$ cat src/rtl/mem_wb_stage.sv
// MEM/WB pipeline register with load extraction, load-hold across stalls
// and a retired-instruction counter for the 5-stage RV32I core.
module mem_wb_stage #(
    parameter int DATA_WIDTH     = 32,
    parameter int REG_ADDR_WIDTH = 5
) (
    input  logic                      clk,
    input  logic                      rst,
    input  logic                      stall,
    input  logic                      flush,
    input  logic                      MEM_valid,
    input  logic                      MEM_reg_write,
    input  logic [REG_ADDR_WIDTH-1:0] MEM_rd_addr,
    input  logic [DATA_WIDTH-1:0]     MEM_rd_data,
    input  logic                      MEM_DMread_sel,
    input  logic [2:0]                MEM_funct3,
    input  logic [1:0]                MEM_byte_off,
    input  logic [DATA_WIDTH-1:0]     DM_out,
    output logic                      WB_valid,
    output logic                      WB_reg_write,
    output logic [REG_ADDR_WIDTH-1:0] WB_rd_addr,
    output logic [DATA_WIDTH-1:0]     WB_rd_data,
    output logic [31:0]               WB_instret
);

    typedef enum logic {LIVE = 1'b0, HOLD = 1'b1} hold_state_t;

    hold_state_t               state, state_next;
    logic                      capture_hold;
    logic [DATA_WIDTH-1:0]     hold_word;

    logic                      valid_q;
    logic                      reg_write_q;
    logic [REG_ADDR_WIDTH-1:0] rd_addr_q;
    logic [DATA_WIDTH-1:0]     rd_data_q;
    logic                      load_q;
    logic [2:0]                funct3_q;
    logic [1:0]                byte_off_q;
    logic [31:0]               instret_q;

    logic [DATA_WIDTH-1:0]     load_word;
    logic [7:0]                byte_sel;
    logic [15:0]               half_sel;
    logic [DATA_WIDTH-1:0]     load_value;

    // Bubble clears only the control fields; data fields are don't-care.
    always_ff @(posedge clk) begin
        if (rst) begin
            valid_q     <= 1'b0;
            reg_write_q <= 1'b0;
            rd_addr_q   <= '0;
            rd_data_q   <= '0;
            load_q      <= 1'b0;
            funct3_q    <= 3'b000;
            byte_off_q  <= 2'b00;
        end else if (!stall) begin
            if (flush) begin
                valid_q     <= 1'b0;
                reg_write_q <= 1'b0;
                rd_addr_q   <= '0;
                load_q      <= 1'b0;
            end else begin
                valid_q     <= MEM_valid;
                reg_write_q <= MEM_reg_write;
                rd_addr_q   <= MEM_rd_addr;
                rd_data_q   <= MEM_rd_data;
                load_q      <= MEM_DMread_sel;
                funct3_q    <= MEM_funct3;
                byte_off_q  <= MEM_byte_off;
            end
        end
    end

    always_ff @(posedge clk) begin
        if (rst) begin
            state     <= LIVE;
            hold_word <= '0;
        end else begin
            state <= state_next;
            if (capture_hold) begin
                hold_word <= DM_out;
            end
        end
    end

    // DM_out is only valid in the first WB cycle, so a stalled load keeps its word.
    always_comb begin
        state_next   = state;
        capture_hold = 1'b0;
        case (state)
            LIVE: begin
                if (stall && valid_q && load_q) begin
                    capture_hold = 1'b1;
                    state_next   = HOLD;
                end
            end
            HOLD: begin
                if (!stall) begin
                    state_next = LIVE;
                end
            end
            default: state_next = LIVE;
        endcase
    end

    always_ff @(posedge clk) begin
        if (rst) begin
            instret_q <= '0;
        end else if (!stall && valid_q) begin
            instret_q <= instret_q + 32'd1;
        end
    end

    assign load_word = (state == HOLD) ? hold_word : DM_out;
    assign byte_sel  = 8'(load_word >> {byte_off_q, 3'b000});
    assign half_sel  = 16'(load_word >> {byte_off_q[1], 4'b0000});

    always_comb begin
        load_value = '0;
        case (funct3_q)
            3'b000:  load_value = {{(DATA_WIDTH-8){byte_sel[7]}}, byte_sel};
            3'b001:  load_value = {{(DATA_WIDTH-16){half_sel[15]}}, half_sel};
            3'b010:  load_value = load_word;
            3'b100:  load_value = {{(DATA_WIDTH-8){1'b0}}, byte_sel};
            3'b101:  load_value = {{(DATA_WIDTH-16){1'b0}}, half_sel};
            default: load_value = '0;
        endcase
    end

    assign WB_valid     = valid_q;
    assign WB_reg_write = reg_write_q && valid_q && (rd_addr_q != '0);
    assign WB_rd_addr   = rd_addr_q;
    assign WB_rd_data   = load_q ? load_value : rd_data_q;
    assign WB_instret   = instret_q;

endmodule

$ cat config.mk
export PLATFORM = sky130hd
export DESIGN_NAME = mem_wb_stage
export DESIGN_NICKNAME = d
export VERILOG_FILES = /design/src/rtl/mem_wb_stage.sv
export SDC_FILE = /design/constraint.sdc
export NUM_CORES = 1
export LEC_CHECK = 0
export CORE_AREA = 2 2 110 112
export CTS_CLUSTER_SIZE = 14
export DETAILED_ROUTE_END_ITERATION = 8
export DIE_AREA = 0 0 112 114
export GPL_TIMING_DRIVEN = 0
export PLACE_DENSITY = 0.79
export SLEW_MARGIN = 20
export SYNTH_ARGS = -nofsm -noshare
export SYNTH_HDL_FRONTEND = slang
export SYNTH_SLANG_ARGS = --single-unit
$ cat constraint.sdc
create_clock -name clk -period 2.7 [get_ports clk]
set_clock_uncertainty 0.05 [all_clocks]
set_input_delay 0.27 -clock clk [delete_from_list [all_inputs] [get_ports clk]]
set_output_delay 0.27 -clock clk [all_outputs]
set_load 0.02 [all_outputs]
==> flow_metrics.py, run 1 <==
metrics = {
    "floorplan": {
        "fp-row-count": 40,
        "die_w_um": 112,
        "io_pins": 152,
        "floorplan.initialDensity_pct": 46.54,
        "core_um2": 11710,
        "fp.dieH_um": 114,
        "dieArea_um2": 12770,
    },
    "timing": {
        "setup_viol": 0,
        "worstMarginPinSlew_ps": 822.6,
        "timing.setup.tns_ps": 0,
        "max_slew_margin_pct": 45.04,
        "finalCriticalPeriod_ps": 2664,
        "drv_slew": 0,
        "period_share_pct": 98.68,
        "hold_ws_ps": 217.3,
        "hold_viol_final": 0,
        "grt_setup_unrepaired": "no",
        "max_freq_mhz": 375.3,
    },
    "worst_setup_path": {
        "crit_path_end_kind": "output port",
        "rrSetupSlack_ps": 340,
        "r2r_start": "load_q",
        "r2r_end": "hold_word[2]",
        "path_class": "reg -> out",
        "crit_required_ps": 2380,
        "worst-r2r-cell-count": 6,
        "path_max_fanout": 7,
        "start_kind": "flop",
        "critPathArrivalTime_ps": 2340,
    },
    "cts": {
        "clkLatencyLatePin_ps": 350,
        "clk_pin_slew_ps": 80,
        "numCtsBuffers": 9,
        "clockBufferDepth": 2,
        "root_buffer": "clkbuf_16",
        "htreeDepth": 3,
        "cts_tree": "done",
        "clock_sinks": 110,
        "ctsHoldBuffers": 0,
    },
    "pwr": {
        "power_density_nw_per_um2": 464.1,
        "power_frac_comb_pct": 15.3,
        "power.internal_mw": 2.538,
        "swShare_pct": 27.39,
        "ir_drop_uv": 394.7,
        "switching_power_mw": 0.9572,
        "finalPower_mw": 3.495,
        "clkPwrFrac_pct": 36.7,
        "power.leakage_nw": 2.609,
        "power_frac_seq_pct": 48.0,
    },
    "grt": {
        "grt_pass1_wl_um": 29730,
        "grt_max_degree": 20,
        "overflow": 0,
        "antenna_found_initial": 0,
        "grt_pass1_vias": 6047,
        "track_usage_pct": 28.86,
    },
    "final_layout": {
        "syn_to_final_growth_pct": 38.18,
        "fin_cells": 1018,
        "drive_gt1_share_pct": 12.63,
        "num-fill-cells": 1021,
        "multi_input_area_um2": 3075,
        "antennaDiodeCount": 0,
        "nNetsFinal": 948,
        "seqCellArea_um2": 2211,
        "utilization_pct": 64.31,
    },
    "synthesis": {
        "synthesis.nets": 779,
        "syn_inst": 697,
        "synth.top_cell.area_share_pct": 40.40,
        "synth_top_area_cell": "dfxtp_1",
        "synthDistinctLibCells": 46,
        "ys_ff_latch": 110,
        "synth_area_um2": 5450,
        "ys_seq_area_share_pct": 40.40,
        "synthTopCellsByArea": "dfxtp_1, nand2_1, a21oi_1, mux2_2, clkbuf_1",
        "syn_area_per_cell_um2": 7.820,
        "synth_warnings": 0,
    },
    "hold_path": {
        "hold_path_class": "in -> reg",
        "hold_start": "stall",
        "min_to": "load_q",
        "whs_path_depth": 3,
    },
    "drt": {
        "num_vias": 5984,
        "drtIter0Drc": 475,
        "wl_per_cell_um": 18.63,
        "finalWirelength_um": 18970,
        "route.antenna.remaining_nets": 0,
        "viasPerCell": 5.878,
        "drc_errors": 0,
        "firstDrtPassIters": 7,
    },
    "run": {
        "maxCapViolations": 0,
    },
    "place": {
        "dpl.cell_count": 994,
        "hpwlAfterDp_um": 14110,
        "portBuffers": 150,
        "place_congestion": 0.9606,
    },
    "outcome": {
        "status": "finished clean",
    },
}
[sequential cells by signal, summed over array words and instances (netlist names)]
name and cells:
rd_data_q 32, WB_instret 32, funct3_q 3, load_q 1
byte_off_q 2, reg_write_q 1, WB_valid 1, hold_word 32
state 1, WB_rd_addr 5
[power by group through the flow]
stage | registers (mW) | clock network [mW] | logic (mW)
finish | 1.68 | 1.28 | 0.535
global placement | 1.71 | 0 | 0.530
floorplan | 1.71 | 0 | 0.251
detailed placement | 1.71 | 0 | 0.538
CTS | 1.68 | 1.29 | 0.520
global route | 1.68 | 1.35 | 0.568
[cells in the mapped netlist, drive strengths merged]
master   instances
or3b             1
clkbuf          38
o31ai           11
buf             12
mux2i           12
a22oi           13
and3b            1
mux2            31
a221o            2
or4             17
nand3b           1
nor2b            4
dfxtp          110
xor2             4
nor4             3
nand4            8
or3             10
nand4b           2
xnor2            6
a2bb2oi          1
clkinv           1
nor2            38
o221ai           7
nand2b           2
nand2          174
ha               1
or2              4
inv              6
a31oi            1
a21oi          114
o21ai           27
mux4             2
and4             3
a211o            7
nor3b            5
nand3            9
o311a            1
nor3             7
a211oi           1
[what timing repair did]
item,in CTS,in global routing
pin swaps,1,2
gates resized for setup,103,21
cloned,1,0
setup buffers,6,4
endpoints found under the setup margin,32,24
[metrics by stage]
step,cell area (µm²),setup WS (ps)
after global placement,7136,-598.7
after detailed placement,7142,-443.6
final,7531,35.52
after CTS,7487,0.01532
after global routing,7531,0.6162
after floorplan,5450,451.6
[layout make-up]
class | count | share of cell area [%]
plain buffers | 47 | 3.024
clock buffers | 9 | 2.991
clock inverters | 7 | 0.7476
inverters | 7 | 0.3489
multi-input cells | 530 | 40.84
flip-flops and latches | 110 | 29.36
well taps | 147 | 2.442
repair buffers | 161 | 20.25
[worst max path at each step]
stage,startpoint,endpoint,slack [ps],cells after the start
after floorplan,WB_instret[0],WB_instret[24],450,6
after global placement,DM_out[31],WB_rd_data[15],-600,6
after detailed placement,DM_out[15],WB_rd_data[23],-440,7
after global routing,state,WB_rd_data[30],0.6,6
final,byte_off_q[1],WB_rd_data[8],40,6
after CTS,state,WB_rd_data[18],0.02,7
[metal layers]
| metal | part of all wire (%) | GRT usage, % | vias to the layer above |
|---|---|---|---|
| met5 | 0 | 0 | - |
| met4 | 3.3 | 12.85 | 0 |
| met3 | 9.6 | 6.908 | 47 |
| met2 | 47 | 48.69 | 300 |
| met1 | 40 | 35.30 | 2840 |
| li1 | - | - | 2797 |
[worst max-delay path, stage by stage, from the launching register on]
cell           delay, ps
dfxtp_4              390
mux4_2               570
mux2i_4              190
nor4_4                70
buf_4                180
a211o_1              250
dlygate4sd2_1        330
[cell families (layout without fill, tap and decap cells)]
logic type / Yosys count / after routing / share of synthesized area (%)
AO/OA/AOI/OAI: 185 / 185 / 19.74
XOR/XNOR: 10 / 10 / 1.607
adder cells (fa/ha/maj): 1 / 1 / 0.2295
buffers and inverters: 57 / 231 / 4.270
flip-flops: 110 / 110 / 40.40
multiplexers: 45 / 45 / 9.435
AND/OR/NAND/NOR: 289 / 289 / 24.31
[cell usage in the layout, fill, tap and decap left out, drive strengths merged, types with 3 or more instances in the layout]
cell type,instances
a22oi,13
o221ai,7
nor2,38
o31ai,11
dfxtp,110
buf,32
a21oi,114
or2,4
or3,10
clkinvlp,3
clkdlybuf4s15,8
clkinv,3
nor2b,4
dlygate4sd2,11
a211o,7
o21ai,27
nand2,174
inv,8
clkbuf,48
xor2,4
mux2,31
nor4,3
or4,17
mux2i,12
nand3,9
nor3b,5
nor3,7
nand4,8
xnor2,6
and4,3
clkdlybuf4s50,118
Note: power is estimated with default switching activity, not from simulation.
==> run 2: changes to the inputs <==
Settings changed: SLEW_MARGIN 20 to 0.
==> run 2 against run 1 <==
Effect of this change:
- power increased by 6.3%
- utilization about the same
- highest routed layer unchanged
- largest cell class unchanged
- largest power group unchanged
- critical path depth grew 1
==> flow_metrics.py, run 2 (synthesized netlist as in run 1, its figures left out) <==
metrics = {
    "place": {
        "dpl_cell_area_um2": 7136,
        "portBuffers": 150,
        "place_ws_ps": -663.3,
        "dpl.cell_count": 994,
        "place_congestion": 0.9606,
        "hpwlAfterDp_um": 14170,
    },
    "grt": {
        "grt_pass1_vias": 5929,
        "overflow": 0,
        "track_usage_pct": 28.63,
        "grt_pass1_wl_um": 29280,
        "antenna_found_initial": 0,
        "grt_max_degree": 19,
    },
    "timing": {
        "worstMarginPinSlew_ps": 739.8,
        "drv_slew": 0,
        "hold_ws_ps": 219.3,
        "setup_viol": 0,
        "period_share_pct": 97.35,
        "max_freq_mhz": 380.4,
        "timing.setup.tns_ps": 0,
        "finalCriticalPeriod_ps": 2629,
        "max_slew_margin_pct": 50.58,
        "grt_setup_unrepaired": "no",
        "hold_viol_final": 0,
        "setup_ws_ps": 71.44,
    },
    "worst_setup_path": {
        "start_kind": "primary input",
        "crit_required_ps": 2380,
        "worst-r2r-cell-count": 6,
        "critPathBufInv": 3,
        "path_cells": "clkdlybuf4s50_1 > mux4_2 > or2_4 > a31oi_4 > buf_6 > a21oi_1 > clkdlybuf4s15_2",
        "crit_path_end_kind": "output port",
        "slowest_stage": "mux4_2",
        "path_max_fanout": 4,
        "cp.depth": 7,
        "path_class": "in -> out",
        "cp_slowest_stage_delay_ps": 540,
        "cp_top_family": "buffers and inverters",
        "critPathArrivalTime_ps": 2310,
    },
    "pwr": {
        "clkPwrFrac_pct": 40.6,
        "swShare_pct": 25.38,
        "power.leakage_nw": 2.604,
        "finalPower_mw": 3.715,
        "power.internal_mw": 2.772,
        "switching_power_mw": 0.9431,
        "power_density_nw_per_um2": 493.3,
        "power_frac_seq_pct": 45.2,
        "power_frac_comb_pct": 14.3,
        "ir_drop_uv": 384.7,
    },
    "final_layout": {
        "antennaDiodeCount": 0,
        "utilization_pct": 64.32,
        "drive_gt1_share_pct": 13.02,
        "nNetsFinal": 945,
        "fin_area_um2": 7532,
        "final_cell_mix": "nand2_1, clkdlybuf4s50_1, a21oi_1, dfxtp_1, nor2_1",
        "syn_to_final_growth_pct": 38.20,
        "fin_cells": 1015,
        "layout_commonest_cell": "nand2_1",
    },
    "drt": {
        "num_vias": 5934,
        "finalWirelength_um": 18760,
        "route.antenna.remaining_nets": 0,
        "drtIter0Drc": 411,
        "firstDrtPassIters": 5,
        "viasPerCell": 5.846,
        "wl_per_cell_um": 18.49,
        "drc_errors": 0,
    },
    "cts": {
        "numCtsBuffers": 9,
        "clockBufferDepth": 2,
        "clk_pin_slew_ps": 70,
        "cts_tree": "done",
        "root_buffer": "clkbuf_16",
        "clock_sinks": 110,
        "clkLatencyLatePin_ps": 350,
        "htreeDepth": 3,
    },
    "floorplan": {
        "die_w_um": 112,
        "dieArea_um2": 12770,
        "io_pins": 152,
        "fp.dieH_um": 114,
        "floorplan.initialDensity_pct": 46.54,
        "fp-row-count": 40,
        "core_um2": 11710,
    },
    "hold_path": {
        "hold_path_class": "in -> reg",
        "whs_path_depth": 3,
    },
    "run": {
        "maxCapViolations": 0,
    },
    "outcome": {
        "status": "finished clean",
    },
}
-- run 2: cell types whose count changed in the layout (fill, tap and decap cells not counted), sizes merged --
cell / change
clkdlybuf4s15: +1
clkinvlp: -2
clkinv: -2
dlygate4sd2: -8
clkbuf: +10
bufinv: +2
buf: -4
-- run 2: power groups by stage --
stage,Sequential [mW],Clock [mW],Combinational [mW]
6_report,1.68,1.51,0.530
5_1_grt,1.68,1.58,0.563
4_1_cts,1.68,1.51,0.526
3_5_place_dp,1.71,0,0.537
3_3_place_gp,1.71,0,0.530
2_1_floorplan,1.71,0,0.251
-- run 2: timing repair --
action	in CTS	in global routing
hold endpoints to repair	0	0
resized for setup	98	36
pin swaps	1	1
cloned	1	0
hold buffers	0	0
setup buffers	6	1
endpoints found under the setup margin	32	30
-- run 2: final timing paths --
kind              slack (ps)              to           from
setup / recovery          70  WB_rd_data[19]     DM_out[15]
hold / removal           220          load_q          stall
setup reg to reg         340  WB_instret[28]  WB_instret[0]
hold reg to reg          410   rd_data_q[26]  rd_data_q[26]
-- run 2: metal layers --
layer	vias up	global-route usage [%]	wire (µm)
li1	2786	-	-
met1	2807	34.48	7428
met2	286	48.36	8972
met3	55	8.767	1733
met4	0	10.98	629
met5	-	0	0
-- run 2: layout make-up --
| class | instances | area [µm²] |
|---|---|---|
| well taps | 147 | 183.9 |
| fillers | 1023 | 4179 |
| plain buffers | 47 | 220.2 |
| flip-flops and latches | 110 | 2207 |
| multi-input cells | 530 | 3075 |
| clock buffers | 11 | 252.7 |
| clock inverters | 5 | 87.58 |
| inverters | 7 | 26.28 |
| repair buffers | 158 | 1479 |
-- run 2: worst min-delay path: cells and delay by family --
kind | cells | cell delay, ps
AO/OA/AOI/OAI | 1 | 60
buffers and inverters | 1 | 140
AND/OR/NAND/NOR | 1 | 100
